$ cat src/rtl/apb_rr_master.sv
`default_nettype none
// ============================================================================
//  Module      : apb_rr_master
//  Description : Round-robin APB3/APB4 master. Shares one APB slave port
//                between N_REQ local requesters that use a req/ack handshake.
//                A granted request is walked through the APB SETUP and ACCESS
//                phases; completion returns a one-cycle, one-hot ack together
//                with read data and an error flag.
//  Revision    : 1.0  initial release
// ----------------------------------------------------------------------------
//  Parameters
//    N_REQ           number of requesters (>= 2)
//    DATA_WIDTH      APB data width (multiple of 8)
//    PPROT_VAL       constant driven on pprot
//    TIMEOUT_CYCLES  ACCESS-phase cycles before abort (APB_TIMEOUT_EN only)
//
//  Ports
//    pclk, presetn       clock, synchronous active-low reset
//    req                 request per requester, held until ack
//    req_addr            packed 32-bit byte addresses, slice i = requester i
//    req_write           1 = write, 0 = read
//    req_wdata/req_strb  packed write data and byte strobes
//    ack                 one-hot, one-cycle completion pulse
//    rsp_rdata/rsp_err   read data / error, valid while ack != 0, else 0
//    paddr..pstrb        registered APB request outputs
//    pready/prdata/pslverr  APB slave response, sampled in ACCESS only
//
//  Build option
//    APB_TIMEOUT_EN  when defined, an ACCESS phase that sees no pready for
//                    TIMEOUT_CYCLES cycles completes with rsp_err = 1.
// ============================================================================
module apb_rr_master #(
    parameter int         N_REQ          = 4,
    parameter int         DATA_WIDTH     = 32,
    parameter logic [2:0] PPROT_VAL      = 3'b000,
    parameter int         TIMEOUT_CYCLES = 16
) (
    input  logic                            pclk,
    input  logic                            presetn,
    // local requesters
    input  logic [N_REQ-1:0]                req,
    input  logic [N_REQ*32-1:0]             req_addr,
    input  logic [N_REQ-1:0]                req_write,
    input  logic [N_REQ*DATA_WIDTH-1:0]     req_wdata,
    input  logic [N_REQ*DATA_WIDTH/8-1:0]   req_strb,
    output logic [N_REQ-1:0]                ack,
    output logic [DATA_WIDTH-1:0]           rsp_rdata,
    output logic                            rsp_err,
    // APB master
    output logic [31:0]                     paddr,
    output logic [2:0]                      pprot,
    output logic                            psel,
    output logic                            penable,
    output logic                            pwrite,
    output logic [DATA_WIDTH-1:0]           pwdata,
    output logic [DATA_WIDTH/8-1:0]         pstrb,
    input  logic                            pready,
    input  logic [DATA_WIDTH-1:0]           prdata,
    input  logic                            pslverr
);

    localparam int c_STRB_W = DATA_WIDTH / 8;
    localparam int c_PTR_W  = (N_REQ > 1) ? $clog2(N_REQ) : 1;

    typedef enum logic [1:0] {
        S_IDLE   = 2'd0,
        S_SETUP  = 2'd1,
        S_ACCESS = 2'd2
    } state_t;

    // ------------------------------------------------------------------
    // Registered state
    // ------------------------------------------------------------------
    state_t                 r_state;
    logic [c_PTR_W-1:0]     r_ptr;
    logic [c_PTR_W-1:0]     r_grant;
    logic [31:0]            r_paddr;
    logic                   r_psel;
    logic                   r_penable;
    logic                   r_pwrite;
    logic [DATA_WIDTH-1:0]  r_pwdata;
    logic [c_STRB_W-1:0]    r_pstrb;
    logic [N_REQ-1:0]       r_ack;
    logic [DATA_WIDTH-1:0]  r_rdata;
    logic                   r_err;

    // Next-state values
    state_t                 w_state;
    logic [c_PTR_W-1:0]     w_ptr;
    logic [c_PTR_W-1:0]     w_grant;
    logic [31:0]            w_paddr;
    logic                   w_psel;
    logic                   w_penable;
    logic                   w_pwrite;
    logic [DATA_WIDTH-1:0]  w_pwdata;
    logic [c_STRB_W-1:0]    w_pstrb;
    logic [N_REQ-1:0]       w_ack;
    logic [DATA_WIDTH-1:0]  w_rdata;
    logic                   w_err;

`ifdef APB_TIMEOUT_EN
    localparam int c_TMO_W = $clog2(TIMEOUT_CYCLES + 1);
    logic [c_TMO_W-1:0]     r_tmo;
    logic [c_TMO_W-1:0]     w_tmo;
    logic                   w_tmo_hit;
`else
    logic                   w_unused_tmo;
    assign w_unused_tmo = (TIMEOUT_CYCLES > 0);
`endif

    // ------------------------------------------------------------------
    // Unpack the per-requester buses into arrays
    // ------------------------------------------------------------------
    logic [31:0]            w_addr_a  [N_REQ];
    logic [DATA_WIDTH-1:0]  w_wdata_a [N_REQ];
    logic [c_STRB_W-1:0]    w_strb_a  [N_REQ];

    for (genvar i = 0; i < N_REQ; i++) begin : g_unpack
        assign w_addr_a[i]  = req_addr[i*32 +: 32];
        assign w_wdata_a[i] = req_wdata[i*DATA_WIDTH +: DATA_WIDTH];
        assign w_strb_a[i]  = req_strb[i*c_STRB_W +: c_STRB_W];
    end

    // ------------------------------------------------------------------
    // Round-robin pick: first eligible requester at or after r_ptr.
    // The requester being acked this cycle still has req high (it drops
    // it in response to ack), so it is masked out to avoid a re-grant.
    // ------------------------------------------------------------------
    logic [N_REQ-1:0]       w_elig;
    logic                   w_found;
    logic [c_PTR_W-1:0]     w_pick;

    assign w_elig = req & ~r_ack;

    always_comb begin
        int v_idx;
        v_idx   = 0;
        w_found = 1'b0;
        w_pick  = '0;
        for (int k = 0; k < N_REQ; k++) begin
            v_idx = int'(r_ptr) + k;
            if (v_idx >= N_REQ) begin
                v_idx = v_idx - N_REQ;
            end
            if (!w_found && w_elig[c_PTR_W'(v_idx)]) begin
                w_found = 1'b1;
                w_pick  = c_PTR_W'(v_idx);
            end
        end
    end

    // Pointer following the current grant, wrapping N_REQ-1 -> 0
    logic [c_PTR_W-1:0]     w_ptr_next;
    assign w_ptr_next = (r_grant == c_PTR_W'(N_REQ - 1)) ? '0
                                                         : r_grant + c_PTR_W'(1);

    // ------------------------------------------------------------------
    // Next-state / output logic
    // ------------------------------------------------------------------
    always_comb begin
        w_state   = r_state;
        w_ptr     = r_ptr;
        w_grant   = r_grant;
        w_paddr   = r_paddr;
        w_psel    = r_psel;
        w_penable = r_penable;
        w_pwrite  = r_pwrite;
        w_pwdata  = r_pwdata;
        w_pstrb   = r_pstrb;
        // ack and response fields are single-cycle pulses
        w_ack     = '0;
        w_rdata   = '0;
        w_err     = 1'b0;
`ifdef APB_TIMEOUT_EN
        w_tmo     = r_tmo;
        w_tmo_hit = 1'b0;
`endif

        case (r_state)
            S_IDLE: begin
                if (w_found) begin
                    w_grant   = w_pick;
                    w_paddr   = w_addr_a[w_pick];
                    w_pwrite  = req_write[w_pick];
                    w_pwdata  = w_wdata_a[w_pick];
                    w_pstrb   = w_strb_a[w_pick];
                    w_psel    = 1'b1;
                    w_penable = 1'b0;
                    w_state   = S_SETUP;
                end
            end

            S_SETUP: begin
                w_penable = 1'b1;
                w_state   = S_ACCESS;
`ifdef APB_TIMEOUT_EN
                w_tmo     = '0;
`endif
            end

            S_ACCESS: begin
                if (pready) begin
                    w_psel           = 1'b0;
                    w_penable        = 1'b0;
                    w_ack[r_grant]   = 1'b1;
                    w_rdata          = r_pwrite ? '0 : prdata;
                    w_err            = pslverr;
                    w_ptr            = w_ptr_next;
                    w_state          = S_IDLE;
                end
`ifdef APB_TIMEOUT_EN
                else begin
                    // Counter reaching TIMEOUT_CYCLES on this cycle ends the
                    // transfer as an error completion with no read data.
                    w_tmo     = r_tmo + c_TMO_W'(1);
                    w_tmo_hit = (w_tmo == c_TMO_W'(TIMEOUT_CYCLES));
                    if (w_tmo_hit) begin
                        w_psel         = 1'b0;
                        w_penable      = 1'b0;
                        w_ack[r_grant] = 1'b1;
                        w_rdata        = '0;
                        w_err          = 1'b1;
                        w_ptr          = w_ptr_next;
                        w_state        = S_IDLE;
                    end
                end
`endif
            end

            default: begin
                w_psel    = 1'b0;
                w_penable = 1'b0;
                w_state   = S_IDLE;
            end
        endcase
    end

    // ------------------------------------------------------------------
    // State register; reset aborts any transfer without an ack
    // ------------------------------------------------------------------
    always_ff @(posedge pclk) begin
        if (!presetn) begin
            r_state   <= S_IDLE;
            r_ptr     <= '0;
            r_grant   <= '0;
            r_paddr   <= '0;
            r_psel    <= 1'b0;
            r_penable <= 1'b0;
            r_pwrite  <= 1'b0;
            r_pwdata  <= '0;
            r_pstrb   <= '0;
            r_ack     <= '0;
            r_rdata   <= '0;
            r_err     <= 1'b0;
        end else begin
            r_state   <= w_state;
            r_ptr     <= w_ptr;
            r_grant   <= w_grant;
            r_paddr   <= w_paddr;
            r_psel    <= w_psel;
            r_penable <= w_penable;
            r_pwrite  <= w_pwrite;
            r_pwdata  <= w_pwdata;
            r_pstrb   <= w_pstrb;
            r_ack     <= w_ack;
            r_rdata   <= w_rdata;
            r_err     <= w_err;
        end
    end

`ifdef APB_TIMEOUT_EN
    always_ff @(posedge pclk) begin
        if (!presetn) begin
            r_tmo <= '0;
        end else begin
            r_tmo <= w_tmo;
        end
    end
`endif

    // ------------------------------------------------------------------
    // Outputs
    // ------------------------------------------------------------------
    assign paddr     = r_paddr;
    assign pprot     = PPROT_VAL;
    assign psel      = r_psel;
    assign penable   = r_penable;
    assign pwrite    = r_pwrite;
    assign pwdata    = r_pwdata;
    assign pstrb     = r_pstrb;
    assign ack       = r_ack;
    assign rsp_rdata = r_rdata;
    assign rsp_err   = r_err;

endmodule
`default_nettype wire

$ cat config.mk
export PLATFORM = sky130hd
export DESIGN_NAME = apb_rr_master
export DESIGN_NICKNAME = d
export VERILOG_FILES = /design/src/rtl/apb_rr_master.sv
export SDC_FILE = /design/constraint.sdc
export NUM_CORES = 1
export LEC_CHECK = 0
export BUFFER_PORTS_ARGS = -buffer_cell sky130_fd_sc_hd__buf_4
export CAP_MARGIN = 10
export CORE_AREA = 3 3 164 166
export CTS_BUF_LIST = sky130_fd_sc_hd__clkbuf_8
export DETAILED_ROUTE_END_ITERATION = 10
export DIE_AREA = 0 0 167 169
export GPL_TIMING_DRIVEN = 0
export SYNTH_ARGS = -nofsm -noshare
export SYNTH_HDL_FRONTEND = slang
export SYNTH_SLANG_ARGS = --single-unit
$ cat constraint.sdc
create_clock -name pclk -period 3.9 [get_ports pclk]
set_input_delay 0.585 -clock pclk [delete_from_list [all_inputs] [get_ports pclk]]
set_output_delay 0.585 -clock pclk [all_outputs]
set_load 0.01 [all_outputs]
Word-level counts from Yosys, hierarchy flattened. Index checks and enable logic that the tools add are counted.

Register bits: 114. Logic and storage cells: 104.

Add/sub/neg operators: 8. Order comparisons: 12. Equal/unequal tests: 5. Muxes and demuxes: 46. Bitwise gates (word level): 7. Reduce and logical (&&, ||, !) cells: 14.

Operators by type and width (count): 32-bit binary-select mux with 2-bit select (2); 32-bit two-way mux (4); 2-bit two-way mux (11); 1-bit two-way mux (17); 2-bit by 4-bit < comparator with 1-bit output, second input constant (4); 3-bit >= comparator, second input constant (4); 1-bit binary-select mux with 2-bit select (5); 4-bit binary-select mux with 2-bit select (1); 4-bit two-way mux (2); 2-bit by 1-bit subtractor with 2-bit output, second input constant (4); 2-bit by 2-bit adder with 3-bit output, second input constant (2); 2-bit by 3-bit < comparator with 1-bit output, second input constant (2); 1-bit case mux with 3 select lines (2); 2-bit case mux with 3 select lines (1); 2-bit AND reduction (3); 3-bit AND reduction (2); 4-bit AND (1); 2-bit equality test, second input constant (2); 1-bit logical AND (4); 2-bit inequality test, second input constant (2); 1-bit inverter (4); 4-bit inverter (1); 4-bit OR reduction (1); 2-bit by 1-bit adder with 3-bit output, second input constant (1); 8 further kinds (10).

Longest topological paths before layout. Gate-level depths: netlist of run 1.

Depth after elaboration: 19. Depth in mapped cells: 8.

Worst setup path before layout of run 1. OpenSTA, ideal clock, no wires.

Path type: input to register. From: in req[2]. To: reg r_paddr[19], in the netlist paddr[19]. Setup time: 0.128 ns. Arrival time: 1.811 ns. Path slack: 1.961 ns. Cell stages on the path: 7. Buffers on the path: 2. Cells stage by stage: nor2b_2 > a211oi_1 > o22ai_2 > buf_4 > buf_6 > mux2i_1 > o221ai_2.

Word-level cells in the longest chain between the ends: 18. Elaborated cells between the ends (all ways): 32. Those cells by class: mux (23); bitwise (2); reduce/logical (7).

RTL lines: from (decl) (RTL line 41) `input logic [N_REQ-1:0] req,`; 4-bit AND (*) (RTL line 133) `assign w_elig = req & ~r_ack;`; 1-bit binary-select mux with 2-bit select (RTL line 145) `if (!w_found && w_elig[c_PTR_W'(v_idx)]) begin`; 1-bit two-way mux (not written as such) (2 in series) (RTL line 145); 1-bit two-way mux (RTL line 145); 1-bit zero test (RTL line 145); 1-bit logical AND (RTL line 145); 1-bit two-way mux (RTL line 145); 1-bit zero test (RTL line 145); 1-bit logical AND (RTL line 145); 1-bit two-way mux (RTL line 145); 1-bit zero test (RTL line 145); 1-bit logical AND (RTL line 145); 2-bit two-way mux (RTL line 145); 2-bit inverter with 3-bit output (not written as such) (RTL line 183) `w_paddr = w_addr_a[w_pick];`; 32-bit binary-select mux with 2-bit select (RTL line 183); 32-bit two-way mux (not written as such) (2 in series) (RTL line 183); to (signal assigned) (RTL line 259) `r_paddr <= w_paddr;`; to (decl) (RTL line 77) `logic [31:0] r_paddr;`.

Mark *: on every way between the ends. The rest lies on a longest branch, timed or not. The select of a mux whose other input is x is not followed. A chain may end at the register's enable or synchronous reset.

Worst setup path after layout of run 1.
From: reg r_ack[0], in the netlist ack[0]. To: reg r_pwdata[6], in the netlist pwdata[6].

Word-level cells in the longest chain between the ends: 19. Elaborated cells between the ends (all ways): 33. Those cells by class: mux (23); bitwise (3); reduce/logical (7).

RTL lines: from (decl) (RTL line 83) `logic [N_REQ-1:0] r_ack;`; from (signal assigned) (RTL line 265) `r_ack <= w_ack;`; 4-bit inverter (*) (RTL line 133); 4-bit AND (*) (RTL line 133); 1-bit binary-select mux with 2-bit select (RTL line 145); 1-bit two-way mux (not written as such) (2 in series) (RTL line 145); 1-bit two-way mux (RTL line 145); 1-bit zero test (RTL line 145); 1-bit logical AND (RTL line 145); 1-bit two-way mux (RTL line 145); 1-bit zero test (RTL line 145); 1-bit logical AND (RTL line 145); 1-bit two-way mux (RTL line 145); 1-bit zero test (RTL line 145); 1-bit logical AND (RTL line 145); 2-bit two-way mux (RTL line 145); 2-bit inverter with 3-bit output (not written as such) (RTL line 185) `w_pwdata = w_wdata_a[w_pick];`; 32-bit binary-select mux with 2-bit select (RTL line 185); 32-bit two-way mux (not written as such) (2 in series) (RTL line 185); to (signal assigned) (RTL line 263) `r_pwdata <= w_pwdata;`; to (decl) (RTL line 81) `logic [DATA_WIDTH-1:0] r_pwdata;`.

Marked as above.

==> results.txt, run 1 <==
----------------------------------------------------
[Timing]
  Max Clock Freq ... 0.455 GHz
  Worst clock skew on the final layout ... 17.9 ps
  Final Hold Slack ... between 300 and 400 ps
  Shortest clock period the worst path allows after layout ... ~2200 ps
  Share of the cycle needed by the critical path after routing ... 0.564
  Slew of the pin with the lowest slew margin ... between 500 and 600 ps
  Hold Vio Cnt, Final ... 0
  Count of pins over their slew limit ... 0
  Number of setup violations in the final report ... 0
  Unrepaired setup endpoints after global routing ... no
  Total Negative Setup Slacks ... 0 ps
  Tightest slew margin relative to the limit ... 0.616

[Power and ir drop]
  Leakage power total ... 4.95 nW
  Worst voltage drop across the vdd grid ... 200 uV
  Power per standard cell area ... approximately 360 mW/mm2

[Critical path]
  Critical Path RT ... approximately 4200 ps
  Arrival time of data at the critical path endpoint ... between 2000 and 2500 ps
  Crit-path max cell delay ... 360 ps
  Cell Chain, Critical Path ... nor3b_1, a211oi_1, o22ai_2, buf_4, buf_6, mux2i_1, o221ai_1
  Category of the most critical setup path ... flop to flop
  Kind of end point of the critical path ... flop
  CP startpoint kind ... flop
  Critical Path Fanout Max ... 10
  Master of the slowest instance on the critical path ... dfxtp_1

[Yosys]
  Yosys warnings ... 0
  Mapped Avg Cell Area ... 10.6 um2
  Sequential fraction of the synthesis area ... 0.411
  Total standard cell area after synthesis ... 0.00550 mm2
  Count of mapped cells out of synthesis ... approximately 520
  Number of unique standard cell types used by synthesis ... 34
  Yosys reg bits ... 113

[Clock tree]
  Number of cells upsized or downsized after cts ... 0
  Post-CTS setup-driven buffer insertion count ... 0
  Clock buffers created by TritonCTS ... 17
  Maximum buffer depth of the clock tree ... 2
  H-tree depth ... 4
  Clock-pin transition on the worst setup and hold timing paths ... about 100 ps
  Clock tree from TritonCTS ... done
  Hold-fix buffers at CTS ... 0
  Root buffer cell ... clkbuf_8
  Total clock sinks ... roughly 110
  Source-to-sink clock delay at the later pin of the worst-skew pair ... ~440 ps

[Placement]
  Cell area after placement ... between 0.009 and 0.01 mm2
  Global placer's final weighted congestion ... approximately 0.8
  Detailed placer's ending HPWL ... 19.7 mm
  Count of input and output buffers ... around 420

[Layout]
  Final net count ... 1283
  Area of combinational cells with multiple inputs ... just under 0.003 mm2
  Antenna Cells ... 0
  Share of layout cells above drive strength 1 ... 0.529
  Fraction of the core area covered by cells at the end of the flow ... 0.368
  Commonest non-fill, non-tap cell in the layout ... buf_4
  Final design area excluding fillers ... 0.00947 mm2
  Commonest cells after routing, fill and taps aside ... buf_4, mux2i_1, dfxtp_1, nand2_1, o221ai_1
  Synthesis-to-layout area growth ... 72.2%
  Register area ... 0.00226 mm2
  Final-layout fill cell count ... around 2700

[Routing]
  Remaining number of nets flagged by the antenna check after routing ... 0
  Initial detailed-routing violation count ... ~130
  Routed length per placed instance ... ~19 um
  Detailed-route wire length ... ~25 mm
  Average vias per placed instance ... around 4.4
  Drt first pass iters ... 4
  Number of vias in the routed layout ... 5723
  Drc violations ... 0

[Die]
  I/O pin cnt ... 427
  Total Die Area ... ~0.028 mm2
  Overall die width ... approximately 170 um
  Starting density of the core ... 0.214
  Die Ht ... roughly 170 um
  Row cnt ... between 50 and 60
  Area of the core ... roughly 0.026 mm2

[GRT]
  Aggregate global routing overflow ... 0
  Antenna violations before repair ... 0
  Largest net degree at the start of global routing ... 17
  Global-route wire length before repair ... approximately 36 mm
  Vias in the first global route ... 6132
  Combined global-route utilization of all metal layers ... 0.168

[Run status]
  Run status ... complete, no violations

[Job]
  Number of maximum-capacitance constraint violations ... 0

[Hold path]
  Hold crit path type ... input port to flop

----------------------------------------------------
path summary, 6_finish.rpt:
kind,start,cells after the start,slack [ps],endpoint
worst min-delay path,prdata[30],2,340,rsp_rdata[30]
worst max register to register,ack[0],7,1700,pwdata[6]
worst min register to register,psel,2,460,psel
worst max-delay path,ack[0],7,1700,pwdata[6]
kinds of logic after synthesis:
logic type | Yosys count | share of synthesized area
mux | 141 | 0.257
simple gates | 130 | 0.116
flops | 113 | 0.411
compound gates | 81 | 0.141
buf+inv | 49 | 0.0655
fa+ha+maj | 4 | 0.00910
other cells | 1 | 0.000682
synthesized netlist by cell type, drive strengths merged:
library cell,count,area share
clkinv,1,0.00068
ha,4,0.0091
clkbuf,3,0.0020
mux2i,141,0.26
nor2b,3,0.0066
o22ai,2,0.0034
a21o,1,0.0014
and2,38,0.043
o21ai,2,0.0018
a221oi,1,0.0027
o221a,1,0.0020
o41ai,1,0.0050
a21oi,4,0.0036
nand3b,1,0.0014
conb,1,0.00068
buf,41,0.060
o221ai,68,0.12
a211oi,1,0.0014
nand2,71,0.049
nand2b,3,0.0034
nor3b,1,0.0014
inv,4,0.0027
dfxtp,113,0.41
nor2,9,0.0066
nor3,3,0.0027
and2b,1,0.0018
stage by stage:
stage / setup WS [ps] / cells / power, W
after global placement: 1300 / 1279 / 0.00234
final: 1700 / 1311 / 0.00339
after CTS: 1600 / 1311 / 0.00347
after global routing: 1540 / 1311 / 0.00360
after detailed placement: 1270 / 1279 / 0.00235
after floorplan: 1960 / 521 / 0.00179
power breakdown:
part | internal (W) | switching, W | total, W
clock | 0.000470 | 0.000623 | 0.00109
sequential | 0.00126 | 0.0000638 | 0.00133
combinational | 0.000542 | 0.000431 | 0.000973
total | 0.00228 | 0.00112 | 0.00339
cell type report:
type / count / area share
Sequential cell: 113 / 0.239
Tap cell: 335 / 0.0442
Clock inverter: 15 / 0.0144
Timing Repair Buffer: 423 / 0.335
Buffer: 44 / 0.0361
Multi-Input combinational cell: 359 / 0.305
Inverter: 5 / 0.00198
Clock buffer: 17 / 0.0247
sequential cells by signal (all words and copies together), names as in the netlist, 2 cells and up:
| signal | cells |
|---|---|
| pwdata | 32 |
| ack | 4 |
| r_grant | 2 |
| r_ptr | 2 |
| pstrb | 4 |
| r_state | 2 |
| rsp_rdata | 32 |
| paddr | 32 |
per-layer routing:
layer  track usage  up-vias  part of all wire
li1              -     2800                 -
met4        0.0434        0             0.014
met3        0.0582       17             0.089
met1         0.193     2626              0.39
met5             0        -                 0
met2         0.299      280              0.51
critical path: cells and delay by family (launching register included):
kind / cells / cell delay, ps
compound gates: 3 / 460
buf+inv: 2 / 610
flops: 1 / 360
mux: 1 / 360
simple gates: 1 / 250
Power figures use the tool's default switching activity.
==> run 2, diff against run 1 <==
--- a/config.mk
+++ b/config.mk
@@ -7,10 +7,10 @@
 export LEC_CHECK = 0
 export BUFFER_PORTS_ARGS = -buffer_cell sky130_fd_sc_hd__buf_4
 export CAP_MARGIN = 10
-export CORE_AREA = 3 3 164 166
+export CORE_AREA = 3 3 165 167
 export CTS_BUF_LIST = sky130_fd_sc_hd__clkbuf_8
 export DETAILED_ROUTE_END_ITERATION = 10
-export DIE_AREA = 0 0 167 169
+export DIE_AREA = 0 0 168 170
 export GPL_TIMING_DRIVEN = 0
 export SYNTH_ARGS = -nofsm -noshare
 export SYNTH_HDL_FRONTEND = slang
==> constraint.sdc (replaced) <==
create_clock -name pclk -period 2.2 [get_ports pclk]
set_input_delay 0.33 -clock pclk [delete_from_list [all_inputs] [get_ports pclk]]
set_output_delay 0.33 -clock pclk [all_outputs]
set_load 0.01 [all_outputs]
==> results.txt, run 2 (synthesis gave the netlist of run 1 again) <==
----------------------------------------------------
[Clock tree]
  Number of cells upsized or downsized after cts ... 0 (unchanged)
  Clock tree from TritonCTS ... done
  Maximum buffer depth of the clock tree ... 2 (unchanged)
  Clock-pin transition on the worst setup and hold timing paths ... 80 ps (-20 ps)
  Post-CTS setup-driven buffer insertion count ... 0 (unchanged)
  Hold-fix buffers at CTS ... 0 (unchanged)
  H-tree depth ... 4 (unchanged)
  Root buffer cell ... clkbuf_8
  Source-to-sink clock delay at the later pin of the worst-skew pair ... 430 ps (about the same)
  Clock buffers created by TritonCTS ... 17 (unchanged)
  Total clock sinks ... 113 (unchanged)

[Die]
  I/O pin cnt ... 427 (unchanged)
  Area of the core ... 0.0259 mm2 (+0.57%)
  Starting density of the core ... 0.212 (-0.00122)
  Die Ht ... 170 um (+0.59%)
  Row cnt ... 59 (unchanged)
  Overall die width ... 168 um (+0.60%)
  Total Die Area ... 0.0286 mm2 (+1.2%)

[GRT]
  Largest net degree at the start of global routing ... 17 (unchanged)
  Combined global-route utilization of all metal layers ... 0.161 (-0.00712)
  Global-route wire length before repair ... 35.1 mm (-3.1%)
  Aggregate global routing overflow ... 0 (unchanged)
  Vias in the first global route ... 5863 (-4.4%)
  Antenna violations before repair ... 0 (unchanged)

[Critical path]
  Depth of the most critical reg-to-reg path ... 7 (unchanged)
  Kind of end point of the critical path ... flop
  Arrival time of data at the critical path endpoint ... 2320 ps (-170 ps)
  CP startpoint kind ... flop
  Critical Path Fanout Max ... 10 (unchanged)
  Worst reg2reg setup slack ... 170 ps (-1530 ps)
  Category of the most critical setup path ... flop to flop
  Worst reg2reg path endpoint ... pwdata[6]
  Critical register-to-register path startpoint ... ack[1]
  Critical Path RT ... 2490 ps (-1700 ps)

[Hold path]
  Hold crit path type ... input port to flop
  Endpoint with the worst hold slack ... rsp_rdata[18]
  Cell depth of the worst min-delay path ... 2 (unchanged)
  Worst min-delay path startpoint ... prdata[18]

[Routing]
  Average vias per placed instance ... 4.39 (+0.52%)
  Drc violations ... 0 (unchanged)
  Detailed-route wire length ... 24.6 mm (-1.5%)
  Routed length per placed instance ... 18.7 um (-1.5%)
  Remaining number of nets flagged by the antenna check after routing ... 0 (unchanged)
  Drt first pass iters ... 4 (unchanged)
  Initial detailed-routing violation count ... 216 (+64%)
  Number of vias in the routed layout ... 5753 (+0.52%)

[Layout]
  Share of layout cells above drive strength 1 ... 0.529 (unchanged)
  Antenna Cells ... 0 (unchanged)
  Commonest cells after routing, fill and taps aside ... buf_4, mux2i_1, dfxtp_1, nand2_1, o221ai_1
  Commonest non-fill, non-tap cell in the layout ... buf_4
  Synthesis-to-layout area growth ... 73.8%
  Final design area excluding fillers ... 0.00956 mm2 (+0.94%)
  Final net count ... 1283 (unchanged)

[Timing]
  Slack of the critical path ... 175 ps (-1530 ps)
  Tightest slew margin relative to the limit ... 0.611 (-0.00502)
  Shortest clock period the worst path allows after layout ... 2030 ps (-172 ps)
  Hold Vio Cnt, Final ... 0 (unchanged)
  Number of setup violations in the final report ... 0 (unchanged)
  Unrepaired setup endpoints after global routing ... no
  Count of pins over their slew limit ... 0 (unchanged)
  Max Clock Freq ... 0.494 GHz (+8.5%)
  Total Negative Setup Slacks ... 0 ps (unchanged)
  Final Hold Slack ... 94.2 ps (-245 ps)
  Share of the cycle needed by the critical path after routing ... 0.921 (+0.357)
  Worst clock skew on the final layout ... 14.2 ps (-3.75 ps)
  Slew of the pin with the lowest slew margin ... 579 ps (+7.48 ps)

[Placement]
  Count of input and output buffers ... 423 (unchanged)
  Pre-CTS setup slack ... -39.0 ps (-1310 ps)
  Global placer's final weighted congestion ... 0.798 (-0.62%)
  Cell area after placement ... 0.00910 mm2 (unchanged)
  Detailed placer's ending HPWL ... 19.7 mm (-0.32%)

[Job]
  Number of maximum-capacitance constraint violations ... 0 (unchanged)

[Power and ir drop]
  Worst voltage drop across the vdd grid ... 337 uV (+69%)
  Post-route total power ... 0.00638 W (+88%)
  Power per standard cell area ... 667 mW/mm2 (+86%)
  Leakage power total ... 5.00 nW (+0.88%)

[Run status]
  Run status ... complete, no violations

----------------------------------------------------
run 2: area by class of cell:
type	instances	area [um2]
fill	2680	16300
tap	335	419
clock inverter	14	203
sequential	113	2260
inverter	5	18.8
buffer	44	350
clock buffer	18	248
timing repair buffer	423	3180
multi-input combinational	359	2890
run 2: per-stage QoR:
stage	utilization	cells
after floorplan	-	521
after global placement	0.351	1279
after detailed placement	0.351	1279
after CTS	0.369	1311
after global routing	0.369	1311
final	0.369	1311
run 2: worst max-delay path by stage:
stage	end	slack, ps	startpoint
global route	pwdata[4]	10	ack[3]
floorplan	paddr[19]	480	ack[3]
detailed placement	pwdata[4]	-40	req[1]
global placement	pwdata[7]	-7	req[1]
CTS	pwdata[4]	40	ack[1]
finish	pwdata[6]	170	ack[1]
run 2: report_power, final:
part	leakage (nW)	internal, W	switching (W)
clock	0.225	0.00129	0.00102
combinational	3.85	0.000965	0.000762
sequential	0.926	0.00224	0.000110
total	5.00	0.00449	0.00189
run 2: critical path: stages (launching register included):
cell and delay, ps:
dfxtp_1 430, nor2b_4 90, o41ai_4 500, nor2_2 90
nand2b_1 80, buf_2 250, clkbuf_4 320, o221ai_1 130
run 2: metal layers:
metal,global-route usage,routed length [um],vias up
met5,0,0,-
met3,0.0541,2180,8
li1,-,-,2794
met2,0.286,12400,276
met4,0.0320,155,0
met1,0.191,9810,2675
==> run 3, diff against run 2 <==
--- a/config.mk
+++ b/config.mk
@@ -12,6 +12,7 @@
 export DETAILED_ROUTE_END_ITERATION = 10
 export DIE_AREA = 0 0 168 170
 export GPL_TIMING_DRIVEN = 0
+export RECOVER_POWER = 25
 export SYNTH_ARGS = -nofsm -noshare
 export SYNTH_HDL_FRONTEND = slang
 export SYNTH_SLANG_ARGS = --single-unit
==> results.txt, run 3 (synthesis gave the netlist of run 1 again) <==
----------------------------------------------------
[Layout]
  Synthesis-to-layout area growth ... 70.3%
  Share of layout cells above drive strength 1 ... 0.475 (-0.0533)
  Fin cells ... 1311 (unchanged)
  Register area ... 0.00226 mm2 (unchanged)
  Final-layout fill cell count ... 2730 (+1.9%)
  Final net count ... 1283 (unchanged)
  Commonest non-fill, non-tap cell in the layout ... buf_4
  Final design area excluding fillers ... 0.00937 mm2 (-2.0%)
  Area of combinational cells with multiple inputs ... 0.00289 mm2 (unchanged)
  Commonest cells after routing, fill and taps aside ... buf_4, mux2i_1, dfxtp_1, nand2_1, o221ai_1
  Antenna Cells ... 0 (unchanged)

[Power and ir drop]
  Internal power component ... 0.00445 W (-0.98%)
  Worst voltage drop across the vdd grid ... 343 uV (+1.7%)
  Switching power share of the total ... 0.298 (+0.00219)
  Power per standard cell area ... 676 mW/mm2 (+1.4%)
  Sequential fraction of design power ... 0.371 (+0.002)
  Switching power ... 0.00189 W (about the same)
  Share of total power in the clock network ... 0.364 (+0.003)
  Combinational share of power ... 0.265 (-0.006)
  Post-route total power ... 0.00634 W (-0.67%)
  Leakage power total ... 4.78 nW (-4.4%)

[Timing]
  Share of the cycle needed by the critical path after routing ... 0.923 (+0.00242)
  Tightest slew margin relative to the limit ... 0.588 (-0.0235)
  Slack of the critical path ... 169 ps (-5.33 ps)
  Slew of the pin with the lowest slew margin ... 614 ps (+34.9 ps)
  Number of setup violations in the final report ... 0 (unchanged)
  Shortest clock period the worst path allows after layout ... 2030 ps (+5.33 ps)
  Unrepaired setup endpoints after global routing ... no
  Final Hold Slack ... 93.4 ps (-0.847 ps)
  Worst clock skew on the final layout ... 13.9 ps (-0.230 ps)
  Hold Vio Cnt, Final ... 0 (unchanged)
  Count of pins over their slew limit ... 0 (unchanged)
  Max Clock Freq ... 0.492 GHz (-0.26%)

[Clock tree]
  Root buffer cell ... clkbuf_8
  Total clock sinks ... 113 (unchanged)
  Source-to-sink clock delay at the later pin of the worst-skew pair ... 430 ps (about the same)
  Clock buffers created by TritonCTS ... 17 (unchanged)
  Maximum buffer depth of the clock tree ... 2 (unchanged)
  Post-CTS setup-driven buffer insertion count ... 0 (unchanged)
  Hold-fix buffers at CTS ... 0 (unchanged)
  H-tree depth ... 4 (unchanged)
  Clock tree from TritonCTS ... done
  Clock-pin transition on the worst setup and hold timing paths ... 90 ps (about the same)

[Routing]
  Detailed-route wire length ... 24.5 mm (-0.13%)
  Routed length per placed instance ... 18.7 um (-0.13%)
  Drt first pass iters ... 4 (unchanged)
  Number of vias in the routed layout ... 5759 (+0.10%)
  Average vias per placed instance ... 4.39 (+0.10%)
  Remaining number of nets flagged by the antenna check after routing ... 0 (unchanged)
  Drc violations ... 0 (unchanged)
  Initial detailed-routing violation count ... 199 (-7.9%)

[Hold path]
  Worst min-delay path startpoint ... prdata[22]
  Hold crit path type ... input port to flop
  Endpoint with the worst hold slack ... rsp_rdata[22]
  Cell depth of the worst min-delay path ... 2 (unchanged)

[Critical path]
  Critical register-to-register path startpoint ... ack[1]
  Crit-path max cell delay ... 500 ps (about the same)
  Family with the most delay on the worst path ... compound AO/OA/AOI/OAI gates
  Count of cell instances traversed by the critical path ... 7 (unchanged)
  Kind of end point of the critical path ... flop
  Worst reg2reg setup slack ... 170 ps (about the same)
  Critical Path Fanout Max ... 10 (unchanged)
  Arrival time of data at the critical path endpoint ... 2320 ps (about the same)
  Category of the most critical setup path ... flop to flop
  Critical Path RT ... 2490 ps (about the same)
  Master of the slowest instance on the critical path ... o41ai_4
  Depth of the most critical reg-to-reg path ... 7 (unchanged)
  Worst reg2reg path endpoint ... pwdata[4]
  Cell Chain, Critical Path ... nor2b_4, o41ai_4, nor2_2, nand2b_1, buf_2, clkbuf_4, o221ai_1
  Crit path buf inv count ... 2 (unchanged)
  CP startpoint kind ... flop

[GRT]
  Antenna violations before repair ... 0 (unchanged)
  Vias in the first global route ... 5863 (unchanged)
  Largest net degree at the start of global routing ... 17 (unchanged)
  Aggregate global routing overflow ... 0 (unchanged)
  Combined global-route utilization of all metal layers ... 0.161 (unchanged)
  Global-route wire length before repair ... 35.1 mm (unchanged)

[Die]
  Total Die Area ... 0.0286 mm2 (unchanged)
  Row cnt ... 59 (unchanged)
  Die Ht ... 170 um (unchanged)
  I/O pin cnt ... 427 (unchanged)
  Area of the core ... 0.0259 mm2 (unchanged)
  Starting density of the core ... 0.212 (unchanged)
  Overall die width ... 168 um (unchanged)

[Run status]
  Run status ... complete, no violations

[Placement]
  Pre-CTS setup slack ... -39.0 ps (unchanged)
  Detailed placer's ending HPWL ... 19.7 mm (unchanged)
  Count of input and output buffers ... 423 (unchanged)
  Number of cells in the design after placement ... 1279 (unchanged)
  Cell area after placement ... 0.00910 mm2 (unchanged)
  Global placer's final weighted congestion ... 0.798 (unchanged)

[Job]
  Number of maximum-capacitance constraint violations ... 0 (unchanged)

----------------------------------------------------
==> run 3: cell types whose count changed in the layout (fill, tap and decap cells not counted), sizes merged <==
cell	delta
clkbuf	+52
buf	-52
==> run 3: power by group through the flow <==
stage | combinational, W | clock, W | sequential (W)
2_1_floorplan | 0.000691 | 0 | 0.00247
3_3_place_gp | 0.00174 | 0 | 0.00239
3_5_place_dp | 0.00175 | 0 | 0.00240
4_1_cts | 0.00175 | 0.00240 | 0.00235
5_1_grt | 0.00182 | 0.00248 | 0.00238
6_report | 0.00168 | 0.00230 | 0.00235
==> run 3: timing repair <==
item | 4_1_cts | 5_1_grt
gates resized for setup | 0 | 3
hold endpoints to repair | 0 | 0
setup endpoints to repair | 0 | 17
==> run 3: routing by layer <==
metal  vias to the layer above  track usage  part of all wire
met5                         -            0                 0
met4                         0       0.0320            0.0062
met3                         8       0.0541             0.083
met2                       259        0.286              0.51
met1                      2697        0.191              0.40
li1                       2795            -                 -
==> run 3: worst max path at each step <==
| stage | slack, ps | from | end |
|---|---|---|---|
| 6_report | 170 | ack[1] | pwdata[4] |
| 3_5_place_dp | -40 | req[1] | pwdata[4] |
| 3_3_place_gp | -7 | req[1] | pwdata[7] |
| 4_1_cts | 40 | ack[1] | pwdata[4] |
| 2_1_floorplan | 480 | ack[3] | paddr[19] |
| 5_1_grt | 10 | ack[3] | pwdata[4] |
==> run 3: final cells by class <==
type	instances	share of cell area
clock buffer	18	0.0264
sequential	113	0.241
multi-input combinational	359	0.308
clock inverter	14	0.0216
timing repair buffer	423	0.318
inverter	5	0.00200
buffer	44	0.0374
tap	335	0.0447
==> run 3: metrics by stage <==
stage | TNS (ps) | utilization
global route | 0 | 0.362
CTS | 0 | 0.369
finish | 0 | 0.362
floorplan | 0 | -
detailed placement | -300 | 0.351
global placement | -34.5 | 0.351
